**config.mk**
```make
export PLATFORM = sky130hd
export DESIGN_NAME = decoder_miller
export DESIGN_NICKNAME = d
export VERILOG_FILES = /design/src/rtl/miller_pkg.sv /design/src/rtl/miller_edge_detect.sv /design/src/rtl/decoder_miller.sv
export SDC_FILE = /design/constraint.sdc
export NUM_CORES = 1
export LEC_CHECK = 0
export ABC_AREA = 1
export CORE_MARGIN = 3
export CORE_UTILIZATION = 49
export DETAILED_ROUTE_END_ITERATION = 8
export GPL_TIMING_DRIVEN = 0
export PLACE_DENSITY = 0.72
export RECOVER_POWER = 50
export SETUP_SLACK_MARGIN = 0.3
export SLEW_MARGIN = 40
export SYNTH_ARGS = -nofsm -noshare
export SYNTH_HDL_FRONTEND = slang
export SYNTH_SLANG_ARGS = --single-unit
```
**constraint.sdc**
```tcl
create_clock -name clk_100m -period 1.3 [get_ports clk_100m]
set_input_delay 0.13 -clock clk_100m [delete_from_list [all_inputs] [get_ports clk_100m]]
set_output_delay 0.13 -clock clk_100m [all_outputs]
set_load 0.02 [all_outputs]
```
**src/rtl/miller_pkg.sv**
```systemverilog
// ============================================================================
// Module      : miller_pkg
// Description : Shared types and threshold helpers for the Miller decoder.
// Revision    : 1.0 - initial release
// ============================================================================
`default_nettype none

package miller_pkg;

    typedef enum logic {
        HUNT = 1'b0,
        DATA = 1'b1
    } miller_state_e;

    typedef enum logic {
        MID = 1'b0,
        BND = 1'b1
    } miller_phase_e;

    typedef enum logic [2:0] {
        GLITCH  = 3'd0,
        I2      = 3'd1,
        I3      = 3'd2,
        I4      = 3'd3,
        TIMEOUT = 3'd4
    } miller_class_e;

    // Interval thresholds sit at odd multiples of half a half-bit: n*H/2.
    function automatic int unsigned half_mult(input int unsigned h, input int unsigned n);
        return (n * h) / 2;
    endfunction

    // Counter saturates at 5*H, so it needs enough bits to hold that value.
    function automatic int unsigned cnt_width(input int unsigned h);
        return $clog2(5 * h + 1);
    endfunction

endpackage

`default_nettype wire

```
**src/rtl/miller_edge_detect.sv**
```systemverilog
// ============================================================================
// Module      : miller_edge_detect
// Description : 2-flop synchroniser, optional majority-of-3 filter
//               (DECODER_MILLER_GLITCH_FILTER_EN) and registered edge strobe.
// Revision    : 1.0 - initial release
// ============================================================================
`default_nettype none

module miller_edge_detect (
    input  logic clk_100m,
    input  logic rst_n,
    input  logic i_line,
    output logic o_edge
);

    logic r_sync1;
    logic r_sync2;
    logic r_level_d;
    logic r_edge;
    logic w_level;

    always_ff @(posedge clk_100m or negedge rst_n) begin
        if (!rst_n) begin
            r_sync1 <= 1'b0;
            r_sync2 <= 1'b0;
        end else begin
            r_sync1 <= i_line;
            r_sync2 <= r_sync1;
        end
    end

`ifdef DECODER_MILLER_GLITCH_FILTER_EN
    logic r_hist1;
    logic r_hist2;

    always_ff @(posedge clk_100m or negedge rst_n) begin
        if (!rst_n) begin
            r_hist1 <= 1'b0;
            r_hist2 <= 1'b0;
        end else begin
            r_hist1 <= r_sync2;
            r_hist2 <= r_hist1;
        end
    end

    // Combinational vote keeps the added latency to exactly one cycle.
    assign w_level = (r_sync2 & r_hist1) | (r_sync2 & r_hist2) | (r_hist1 & r_hist2);
`else
    assign w_level = r_sync2;
`endif

    always_ff @(posedge clk_100m or negedge rst_n) begin
        if (!rst_n) begin
            r_level_d <= 1'b0;
            r_edge    <= 1'b0;
        end else begin
            r_level_d <= w_level;
            r_edge    <= w_level ^ r_level_d;
        end
    end

    assign o_edge = r_edge;

endmodule

`default_nettype wire

```
**src/rtl/decoder_miller.sv**
```systemverilog
// ============================================================================
// Module      : decoder_miller
// Description : Miller line decoder - interval counter, edge classifier and
//               HUNT/DATA FSM. Optional DECODER_MILLER_GLITCH_FILTER_EN adds
//               an input majority filter (one extra cycle of latency).
// Revision    : 1.0 - initial release
// ============================================================================
`default_nettype none

module decoder_miller
    import miller_pkg::*;
#(
    parameter int unsigned HALF_BIT_CYCLES = 8
) (
    input  logic clk_100m,
    input  logic rst_n,
    input  logic miller_code_i,
    output logic code_o,
    output logic code_valid_o,
    output logic locked_o,
    output logic err_o
);

    localparam int unsigned c_cnt_w = cnt_width(HALF_BIT_CYCLES);

    localparam logic [c_cnt_w-1:0] c_thr_i2  = c_cnt_w'(half_mult(HALF_BIT_CYCLES, 3));
    localparam logic [c_cnt_w-1:0] c_thr_i3  = c_cnt_w'(half_mult(HALF_BIT_CYCLES, 5));
    localparam logic [c_cnt_w-1:0] c_thr_i4  = c_cnt_w'(half_mult(HALF_BIT_CYCLES, 7));
    localparam logic [c_cnt_w-1:0] c_thr_to  = c_cnt_w'(half_mult(HALF_BIT_CYCLES, 9));
    localparam logic [c_cnt_w-1:0] c_cnt_max = c_cnt_w'(5 * HALF_BIT_CYCLES);

    logic               w_edge;
    logic [c_cnt_w-1:0] r_cnt;
    miller_class_e      w_class;
    logic               w_timeout;

    miller_state_e      r_state;
    miller_state_e      w_state_nxt;
    miller_phase_e      r_phase;
    miller_phase_e      w_phase_nxt;
    logic               r_pend;
    logic               w_pend_nxt;
    logic               r_code;
    logic               w_code_nxt;
    logic               r_valid;
    logic               w_valid_nxt;
    logic               r_err;
    logic               w_err_nxt;
    logic               w_viol;

    miller_edge_detect u_edge_detect (
        .clk_100m (clk_100m),
        .rst_n    (rst_n),
        .i_line   (miller_code_i),
        .o_edge   (w_edge)
    );

    always_ff @(posedge clk_100m or negedge rst_n) begin
        if (!rst_n) begin
            r_cnt <= '0;
        end else if (w_edge) begin
            r_cnt <= '0;
        end else if (r_cnt != c_cnt_max) begin
            r_cnt <= r_cnt + 1'b1;
        end
    end

    always_comb begin
        w_class = TIMEOUT;
        if (r_cnt < c_thr_i2) begin
            w_class = GLITCH;
        end else if (r_cnt < c_thr_i3) begin
            w_class = I2;
        end else if (r_cnt < c_thr_i4) begin
            w_class = I3;
        end else if (r_cnt < c_thr_to) begin
            w_class = I4;
        end
    end

    // Equality (not >=) so a stuck line raises exactly one timeout.
    assign w_timeout = !w_edge && (r_cnt == c_thr_to);

    always_ff @(posedge clk_100m or negedge rst_n) begin
        if (!rst_n) begin
            r_state <= HUNT;
            r_phase <= BND;
            r_pend  <= 1'b0;
            r_code  <= 1'b0;
            r_valid <= 1'b0;
            r_err   <= 1'b0;
        end else begin
            r_state <= w_state_nxt;
            r_phase <= w_phase_nxt;
            r_pend  <= w_pend_nxt;
            r_code  <= w_code_nxt;
            r_valid <= w_valid_nxt;
            r_err   <= w_err_nxt;
        end
    end

    always_comb begin
        w_state_nxt = r_state;
        w_phase_nxt = r_phase;
        w_pend_nxt  = 1'b0;
        w_valid_nxt = r_pend;
        w_code_nxt  = r_pend;
        w_err_nxt   = 1'b0;
        w_viol      = 1'b0;

        if (r_state == HUNT) begin
            if (w_edge) begin
                w_state_nxt = DATA;
                w_phase_nxt = BND;
            end
        end else begin
            if (w_edge) begin
                case (w_class)
                    I2: begin
                        w_valid_nxt = 1'b1;
                        w_code_nxt  = (r_phase == MID);
                    end
                    I3: begin
                        w_valid_nxt = 1'b1;
                        w_code_nxt  = 1'b0;
                        if (r_phase == MID) begin
                            w_phase_nxt = BND;
                        end else begin
                            w_pend_nxt  = 1'b1;
                            w_phase_nxt = MID;
                        end
                    end
                    I4: begin
                        if (r_phase == MID) begin
                            w_valid_nxt = 1'b1;
                            w_code_nxt  = 1'b0;
                            w_pend_nxt  = 1'b1;
                        end else begin
                            w_viol = 1'b1;
                        end
                    end
                    default: w_viol = 1'b1;
                endcase
            end else if (w_timeout) begin
                w_viol = 1'b1;
            end
        end

        // A violation also swallows any queued second bit.
        if (w_viol) begin
            w_state_nxt = HUNT;
            w_phase_nxt = BND;
            w_pend_nxt  = 1'b0;
            w_valid_nxt = 1'b0;
            w_code_nxt  = 1'b0;
            w_err_nxt   = 1'b1;
        end
    end

    assign code_o       = r_code;
    assign code_valid_o = r_valid;
    assign err_o        = r_err;
    assign locked_o     = (r_state == DATA);

endmodule

`default_nettype wire

```
# Yosys cells after proc, flatten, opt, wreduce, memory -nomap -nowiden
# Cells that the tools add are included.
dict set report word_totals {
  ff_bits 16
  latchBits 0
  ramBits 0
  mem_bits_ro 0
  inputBits 3
  out_inout_bits 4
  elab_cells 65
  memories 0
}
dict set report op_classes {
  n_addsub 1
  multipliers 0
  n_div 0
  n_lt_le_gt_ge 4
  n_eq_ne 6
  shifts 0
  n_mux 35
  bitwise_logic 2
  reduce_logical 6
}
# cell count
set ops {}
lappend ops {{1-bit two-way mux} 25}
lappend ops {{6-bit by 5-bit less-than comparator with 1-bit output, second input constant} 2}
lappend ops {{3-bit two-way mux} 4}
lappend ops {{6-bit two-way mux} 2}
lappend ops {{6-bit by 1-bit adder with 6-bit output, second input constant} 1}
lappend ops {{3-bit by 2-bit equality test with 1-bit output, second input constant} 2}
lappend ops {{6-bit equality test, second input constant} 1}
lappend ops {{6-bit by 4-bit less-than comparator with 1-bit output, second input constant} 1}
lappend ops {{6-bit less-than comparator, second input constant} 1}
lappend ops {{6-bit != test, second input constant} 1}
lappend ops {{1-bit case mux with 2 select lines} 3}
lappend ops {{2-bit nonzero test} 2}
lappend ops {{3-bit by 1-bit equality test with 1-bit output, second input constant} 1}
lappend ops {{3-bit by 1-bit != test with 1-bit output, second input constant} 1}
lappend ops {{1-bit case mux with 3 select lines} 1}
lappend ops {{2-bit AND reduction} 1}
lappend ops {{2-bit OR reduction} 1}
lappend ops {{1-bit logical AND} 1}
lappend ops {{1-bit logical NOT} 1}
lappend ops {{1-bit inverter} 1}
lappend ops {{1-bit XOR} 1}

# Logic depth before layout (Yosys ltp)
# Gate-level depths: netlist (run 1).
dict set report logic_depth {
  depth_word 12
  depth_mapped 11
  ltp_nobuf 11
}

# By module
# A second synthesis (run 1) with hierarchy kept.
dict set report hier_totals {
  hier_cells 96
  area_unflattened_um2 847.1
}
# mod n_inst cells_per_inst area_per_inst_um2 seq_area_each_um2
set by_module_without_submodules {}
lappend by_module_without_submodules {decoder_miller 1 87 728.2 301.5}
lappend by_module_without_submodules {miller_edge_detect 1 9 118.9 100.1}

# Worst setup path after synthesis (run 1)
# Ideal clock, no wire load.
dict set report synth_path {
  kind {register to register}
  startpoint {register r_cnt[0]}
  endpoint {register r_code, in the netlist code_o}
  setup_ns 0.113
  t_arrival_ns 1.139
  t_required_ns 1.187
  path_slack_ns 0.047
  path_stages_with_launch 10
  n_path_buf 0
  period_less_slack_ns 1.253
  cell_sequence {dfrtp_1 inv_1 ha_1 nand3_1 o21ai_4 nand2_2 nand2_2 nand2_1 nand2_1 inv_1}
}
dict set report synth_via {
  elab_chain_cells 11
  elab_cells_between_ends 22
  classes_between {order compare: 4; eq/ne: 4; mux: 12; reduce/logical: 2}
}
# item line
set synth_lines {}
lappend synth_lines {{start, declared} decoder_miller.sv:33} ;# logic [c_cnt_w-1:0] r_cnt;
lappend synth_lines {{start signal, assigned} decoder_miller.sv:64} ;# r_cnt <= r_cnt + 1'b1;
lappend synth_lines {{6-bit less-than comparator} decoder_miller.sv:76} ;# end else if (r_cnt < c_thr_to) begin
lappend synth_lines {{3-bit two-way mux} decoder_miller.sv:76}
lappend synth_lines {{3-bit two-way mux} decoder_miller.sv:74} ;# end else if (r_cnt < c_thr_i4) begin
lappend synth_lines {{3-bit two-way mux} decoder_miller.sv:72} ;# end else if (r_cnt < c_thr_i3) begin
lappend synth_lines {{3-bit two-way mux} decoder_miller.sv:70} ;# if (r_cnt < c_thr_i2) begin
lappend synth_lines {{3-bit by 2-bit equality test with 1-bit output or 3-bit by 1-bit equality test with 1-bit output (tied branches)} decoder_miller.sv:118} ;# case (w_class)
lappend synth_lines {{2-bit OR reduction (no line)} n/a}
lappend synth_lines {{1-bit case mux with 2 select lines} decoder_miller.sv:118}
lappend synth_lines {{1-bit two-way mux} decoder_miller.sv:117} ;# if (w_edge) begin
lappend synth_lines {{1-bit two-way mux} decoder_miller.sv:111} ;# if (r_state == HUNT) begin
lappend synth_lines {{1-bit two-way mux (*)} decoder_miller.sv:150} ;# if (w_viol) begin
lappend synth_lines {{net w_code_nxt} decoder_miller.sv:44} ;# logic w_code_nxt;
lappend synth_lines {{end signal, assigned} decoder_miller.sv:96} ;# r_code <= w_code_nxt;
lappend synth_lines {{end, declared} decoder_miller.sv:43} ;# logic r_code;
# Mark *: on every way through the listed nets, which the timed path passes. The rest lies on a longest branch.
# A chain may end at the register's enable or synchronous reset.

# Final worst setup path (run 1)
dict set report layout_path {
  startpoint {register r_cnt[5]}
  endpoint {register r_code, in the netlist code_o}
}
# Same word-level chain as after synthesis.

==> run_results.csv, run 1 <==
group,metric,value,unit
place,numPortBuffers,6,
synth,synth_top_area_frac,0.4615,
timing,period_needed,1.322,ns
route,vias,681,
cts,htree_levels,1,
job,cap_violations,0,
route,ant_nets,0,
cts,cts-root-buf,"clkbuf_4",
global_routing,antenna_found_initial,0,
timing,setup_violations,1,
synth,synth_edf_count,0,
synth,post-synth-top-count-cell,"nand2_1",
floorplanning,die_w,46.74,um
synth,synth_cell_types,23,
global_routing,grt_overflow,0,
synth,synth_fa_ha_area_frac,0.03077,
timing,fmaxAchievable,0.7566,GHz
route,drt-total-wl,1.850,mm
route,dr.pass1.iters,4,
route,viasPerCell,5.279,
pwr,p_leak,0.0005082,uW
pwr,combPwrFrac,0.227,
critical_path,critPathMaxStageDelay,0.46,ns
critical_path,required,1.54,ns
status,violations,"negative setup slack",
timing,grt_setup_unrepaired,"true",
synth,synthArstFlopShare,1.000,
critical_path,endpoint,"code_o$_DFF_PN0_",
floorplanning,die_h,46.74,um
critical_path,path_max_fanout,4,
critical_path,path_cells,"inv_2 > nor2_4 > buf_4 > a21oi_1 > nand4_1 > nand3_1 > nand2_1 > inv_1",
synth,syn-cell-area,813.3,um2
floorplanning,dieArea,2185,um2
layout,drive_above_1_share,0.4956,
global_routing,grt_pass1_vias,683,
floorplanning,coreArea,1541,um2
synth,synth_mux_area_frac,0,
cts,cts_tree,"done",
timing,worst_pin_slew,0.7272,ns
critical_path,r2r_start,"r_cnt[5]$_DFFE_PN0P_",
place,place_inst,114,
timing,hold-worst-slack,0.3278,ns
synth,synth_warnings,0,
place,dp_hpwl,1.098,mm
critical_path,path_class,"flop to flop",
layout,fin_nets,119,
pwr,power.net_switching,351.2,uW
synth,syn_nets,97,
floorplanning,start_util,0.5276,
global_routing,grt_max_degree,17,
synth,synth_cells,92,
critical_path,crit_path_end_kind,"flop",
cts,clock-sinks,16,
route,wl_per_cell,14.34,um
critical_path,r2r-end,"code_o$_DFF_PN0_",
pwr,seqPwrFrac,0.528,
global_routing,grt_first_pass_wirelength,2.801,mm
critical_path,startpoint_type,"flop",
cts,clk_pin_slew,0.10,ns
pwr,powerDensity,1025,nW/um2
synth,synth_area_per_cell,8.840,um2
timing,relSlewSlack,0.5136,
pwr,power,1112,uW
synth,ys_ff_latch,16,
synth,synth_top_family_by_area,"simple AND/OR/NAND/NOR gates",
critical_path,reg2reg_depth,8,
synth,synth-xor-area-share,0.02154,
pwr,irDropWorstVdd,696.2,uV
synth,yosys_most_used_dff,"dfrtp_1",
pwr,p_int,760.8,uW
timing,drv_slew,0,
critical_path,cp.arrival,1.56,ns
synth,synth-simple-area-share,0.2585,
place,gp_congestion,0.7873,
timing,final-hold-violation-count,0,
synth,yosys-top-cells-count,"nand2_1, dfrtp_1, inv_1",
global_routing,track_usage,0.1867,
cts,clockBufferDepth,2,
layout,n_antenna_cell,0,
timing,setup_ws,-0.02175,ns
cts,insertion_delay,0.29,ns
route,drc_errors,0,
min_path,hp-class,"primary input to async pin",
cts,cts_buffers,3,
floorplanning,ios,7,
timing,period_share,1.017,
critical_path,crit_path_top_delay_cell,"dfrtp_2",
critical_path,setup.worst_path.start,"r_cnt[5]$_DFFE_PN0P_",
timing,fin_skew,0.01638,ns
route,dr.first_iter.drc_count,5,
layout,areaGrowthSynthToFinish,33.38,%
synth,ys_top_cells_by_area,"dfrtp_1, nand2_1, inv_1",
status,status,"complete, but fails checks",
pwr,switching_share,0.3158,
layout,stdcell_count,129,
floorplanning,rows,14,
layout,postLayoutCoreUtil,0.7037,
synth,yosys.area.top_type,"dfrtp_1",
synth,synth-compound-area-share,0.1031,
synth,ys_seq_area_frac,0.4938,
critical_path,ff2ff_setup_slack,-0.02,ns
pwr,clockPowerShare,0.245,
==> worst min-delay path by stage <==
stage                                         start  cells past startpoint                         endpoint
floorplan                                     rst_n                      0                 code_o$_DFF_PN0_
global placement    u_edge_detect.r_sync1$_DFF_PN0_                      0  u_edge_detect.r_sync2$_DFF_PN0_
detailed placement  u_edge_detect.r_sync1$_DFF_PN0_                      0  u_edge_detect.r_sync2$_DFF_PN0_
CTS                                           rst_n                      1           code_valid_o$_DFF_PN0_
global route                                  rst_n                      1           code_valid_o$_DFF_PN0_
finish                                        rst_n                      1                 r_pend$_DFF_PN0_
==> power groups by stage <==
| stage | logic, uW | clock network [uW] | registers, uW |
|---|---|---|---|
| 3_5_place_dp | 230 | 0 | 592 |
| 3_3_place_gp | 224 | 0 | 589 |
| 6_report | 252 | 273 | 587 |
| 4_1_cts | 226 | 280 | 583 |
| 5_1_grt | 281 | 321 | 594 |
| 2_1_floorplan | 121 | 0 | 611 |
==> cell usage in the layout, fill, tap and decap left out, types with 3 or more instances in the layout <==
master	instances
a21oi_1	4
buf_2	4
buf_4	10
clkbuf_4	3
dfrtp_1	10
dfrtp_2	5
inv_1	9
inv_2	7
nand2_1	14
nand2_2	6
nand3_1	3
nand3_2	6
nor2_1	3
nor2_4	5
o21ai_1	3
==> registers in the layout, indices dropped and copies added (netlist names) <==
signal	flops
r_cnt	6
u_edge_detect.r_sync2	1
code_valid_o	1
u_edge_detect.r_level_d	1
r_pend	1
locked_o	1
r_phase	1
err_o	1
u_edge_detect.o_edge	1
u_edge_detect.r_sync1	1
code_o	1
==> repair_timing <==
item,CTS,global route
setup endpoints to repair,15,13
hold endpoints to repair,0,0
setup buffers,9,2
resized for setup,26,15
hold buffers,0,0
pin swaps,9,8
==> kinds of logic after synthesis <==
group           Yosys count
simple gates             41
buf+inv                  18
flops                    16
compound gates           13
xor+xnor                  2
fa+ha+maj                 2
==> metal layers <==
| layer | vias up | wire [um] | global-route usage |
|---|---|---|---|
| li1 | 337 | - | - |
| met1 | 326 | 827 | 0.2321 |
| met2 | 14 | 926 | 0.2802 |
| met3 | 4 | 62 | 0.08429 |
| met4 | 0 | 34 | 0.08287 |
| met5 | - | 0 | 0 |
==> critical path: cells and delay by family, from the launching register on <==
family	cells	cell delay, ns
DFF	1	0.46
AOI/OAI and AO/OA	1	0.14
and+or+nand+nor	4	0.40
buffers and inverters	3	0.28
==> stage by stage <==
stage | cell area, um2 | setup TNS [ns] | setup slack [ns]
floorplan | 835.8 | 0 | 0.1209
global placement | 915.9 | 0 | 0.01037
detailed placement | 915.9 | -0.01582 | -0.01582
CTS | 1021 | 0 | 0.03715
global route | 1085 | -0.3790 | -0.09418
finish | 1085 | -0.02175 | -0.02175
==> layout make-up <==
| cell class | instances | area, um2 |
|---|---|---|
| fillers | 114 | 456.7 |
| clock buffers | 4 | 26.28 |
| well taps | 16 | 20.02 |
| plain buffers | 1 | 11.26 |
| multi-input cells | 58 | 425.4 |
| inverters | 17 | 67.56 |
| flip-flops and latches | 16 | 407.9 |
| repair buffers | 17 | 126.4 |
No activity file was read; power rests on OpenSTA's default activity.
==> run 2: changes to the inputs <==
--- a/config.mk
+++ b/config.mk
@@ -7,10 +7,10 @@
 export LEC_CHECK = 0
 export ABC_AREA = 1
 export CORE_MARGIN = 3
-export CORE_UTILIZATION = 49
+export CORE_UTILIZATION = 54
 export DETAILED_ROUTE_END_ITERATION = 8
 export GPL_TIMING_DRIVEN = 0
-export PLACE_DENSITY = 0.72
+export PLACE_DENSITY = 0.87
 export RECOVER_POWER = 50
 export SETUP_SLACK_MARGIN = 0.3
 export SLEW_MARGIN = 40
==> constraint.sdc (replaced) <==
create_clock -name clk_100m -period 1.29 [get_ports clk_100m]
set_input_delay 0.129 -clock clk_100m [delete_from_list [all_inputs] [get_ports clk_100m]]
set_output_delay 0.129 -clock clk_100m [all_outputs]
set_load 0.02 [all_outputs]
==> run_results.csv, run 2 (same netlist as run 1, synthesis figures left out) <==
group,metric,value,unit
pwr,p_leak,0.0005134,uW
critical_path,path_max_fanout,4,
place,dp_hpwl,1.188,mm
pwr,powerDensity,1088,nW/um2
layout,postLayoutCoreUtil,0.8109,
route,ant_nets,0,
route,met2_length,1.093,mm
critical_path,required,1.54,ns
floorplanning,start_util,0.6024,
pwr,switching_share,0.3313,
layout,layout_common_cells,"nand2_1, inv_1, dfrtp_1, buf_4, nand2_2",
route,dr.first_iter.drc_count,14,
layout,final_common_cell,"nand2_1",
timing,fmaxAchievable,0.7295,GHz
timing,fin_skew,0.008706,ns
route,dr.pass1.iters,4,
route,vias,712,
pwr,combPwrFrac,0.255,
global_routing,grt_max_degree,17,
timing,worst_pin_slew,0.7242,ns
timing,grt_setup_unrepaired,"true",
critical_path,startpoint_type,"flop",
place,dp_slack,-0.01535,ns
layout,regMostFlops,"r_cnt",
global_routing,grt_overflow,0,
place,numPortBuffers,6,
pwr,p_int,796.3,uW
pwr,irDropWorstVdd,966.4,uV
floorplanning,ios,7,
place,place_inst,113,
floorplanning,coreArea,1350,um2
layout,n_antenna_cell,0,
global_routing,track_usage,0.2187,
route,met1Wirelength,815,um
route,wl_per_cell,15.81,um
critical_path,crit_path_end_kind,"flop",
global_routing,grt_first_pass_wirelength,3.098,mm
pwr,seqPwrFrac,0.500,
floorplanning,die_h,44.81,um
layout,n_fill_cell,94,
floorplanning,die_w,44.81,um
cts,clock-sinks,16,
timing,drv_slew,0,
cts,cts-root-buf,"clkbuf_4",
layout,fin_nets,119,
global_routing,grt_pass1_vias,690,
cts,htree_levels,1,
job,cap_violations,0,
route,viasPerCell,5.563,
cts,cts_hold_buf,0,
route,dr_wl_met3,64,um
layout,drive_above_1_share,0.5133,
min_path,hp-class,"primary input to async pin",
timing,hold-worst-slack,0.3116,ns
layout,areaGrowthSynthToFinish,34.62,%
timing,period_needed,1.371,ns
timing,relSlewSlack,0.5156,
floorplanning,dieArea,2008,um2
layout,largest_reg_flops,6,
critical_path,path_class,"flop to flop",
cts,clockBufferDepth,2,
status,violations,"negative setup slack",
timing,final-hold-violation-count,0,
cts,cts_tree,"done",
cts,cts_buffers,3,
cts,clk_pin_slew,0.10,ns
pwr,power.net_switching,394.6,uW
timing,setup_ws,-0.08081,ns
timing,setup_violations,3,
pwr,clockPowerShare,0.246,
timing,period_share,1.063,
global_routing,antenna_found_initial,0,
floorplanning,rows,13,
pwr,power,1191,uW
route,drc_errors,0,
place,gp_congestion,0.8435,
route,top_layer,"met4",
layout,stdcell_count,128,
route,drt-total-wl,2.024,mm
status,status,"complete, but fails checks",
cts,insertion_delay,0.30,ns
critical_path,cp.arrival,1.63,ns
[run 2: cell counts in the layout (fill, tap and decap cells not counted)]
Identical to the previous run, type by type.
[run 2: what timing repair did]
item,CTS,global route
resized for setup,26,18
pin swaps,7,7
buffers inserted,5,6
setup endpoints to repair,15,13
[run 2: cell type report]
class	count	area, um2	share of cell area
buffer	1	11.26	0.01029
clock buffer	4	26.28	0.02400
inverter	17	70.07	0.06400
multi-input combinational	58	429.2	0.3920
sequential	16	409.1	0.3737
tap	15	18.77	0.01714
timing repair buffer	17	130.1	0.1189
[run 2: path summary, 6_finish.rpt]
check,startpoint,endpoint,slack [ns],depth (start not counted)
worst max-delay path,r_cnt[5]$_DFFE_PN0P_,code_o$_DFF_PN0_,-0.08,9
worst max register to register,r_cnt[5]$_DFFE_PN0P_,code_o$_DFF_PN0_,-0.08,9
worst min register to register,u_edge_detect.r_sync1$_DFF_PN0_,u_edge_detect.r_sync2$_DFF_PN0_,0.35,0
max in group asynchronous,rst_n,r_cnt[0]$_DFFE_PN0P_,0.47,1
worst min-delay path,rst_n,code_valid_o$_DFF_PN0_,0.31,1
min in group clk_100m,u_edge_detect.r_sync1$_DFF_PN0_,u_edge_detect.r_sync2$_DFF_PN0_,0.35,0
[run 2: worst max-delay path, stage by stage, from the launching register on]
cell and delay (ns):
dfrtp_2 0.45, inv_2 0.09, nor2_4 0.05, buf_4 0.12, buf_4 0.12, a21oi_1 0.14, nand4_1 0.15, nand3_1 0.11
nand2_1 0.05, inv_1 0.04
[run 2: layer usage]
| metal | up-vias | track usage |
|---|---|---|
| li1 | 338 | - |
| met1 | 348 | 0.2551 |
| met2 | 21 | 0.3496 |
| met3 | 5 | 0.07968 |
| met4 | 0 | 0.1170 |
| met5 | - | 0 |
[run 2: power groups by stage]
stage	clock network, uW	registers (uW)	logic [uW]
global placement	0	594	224
finish	293	595	303
CTS	299	589	269
detailed placement	0	597	238
global route	325	600	331
floorplan	0	616	122
[run 2: per-stage QoR]
stage	instance area, um2	TNS, ns
after floorplan	835.8	0
after global placement	914.6	0
after detailed placement	914.6	-0.01535
after CTS	998.5	-0.002019
after global routing	1095	-0.5675
final	1095	-0.1267
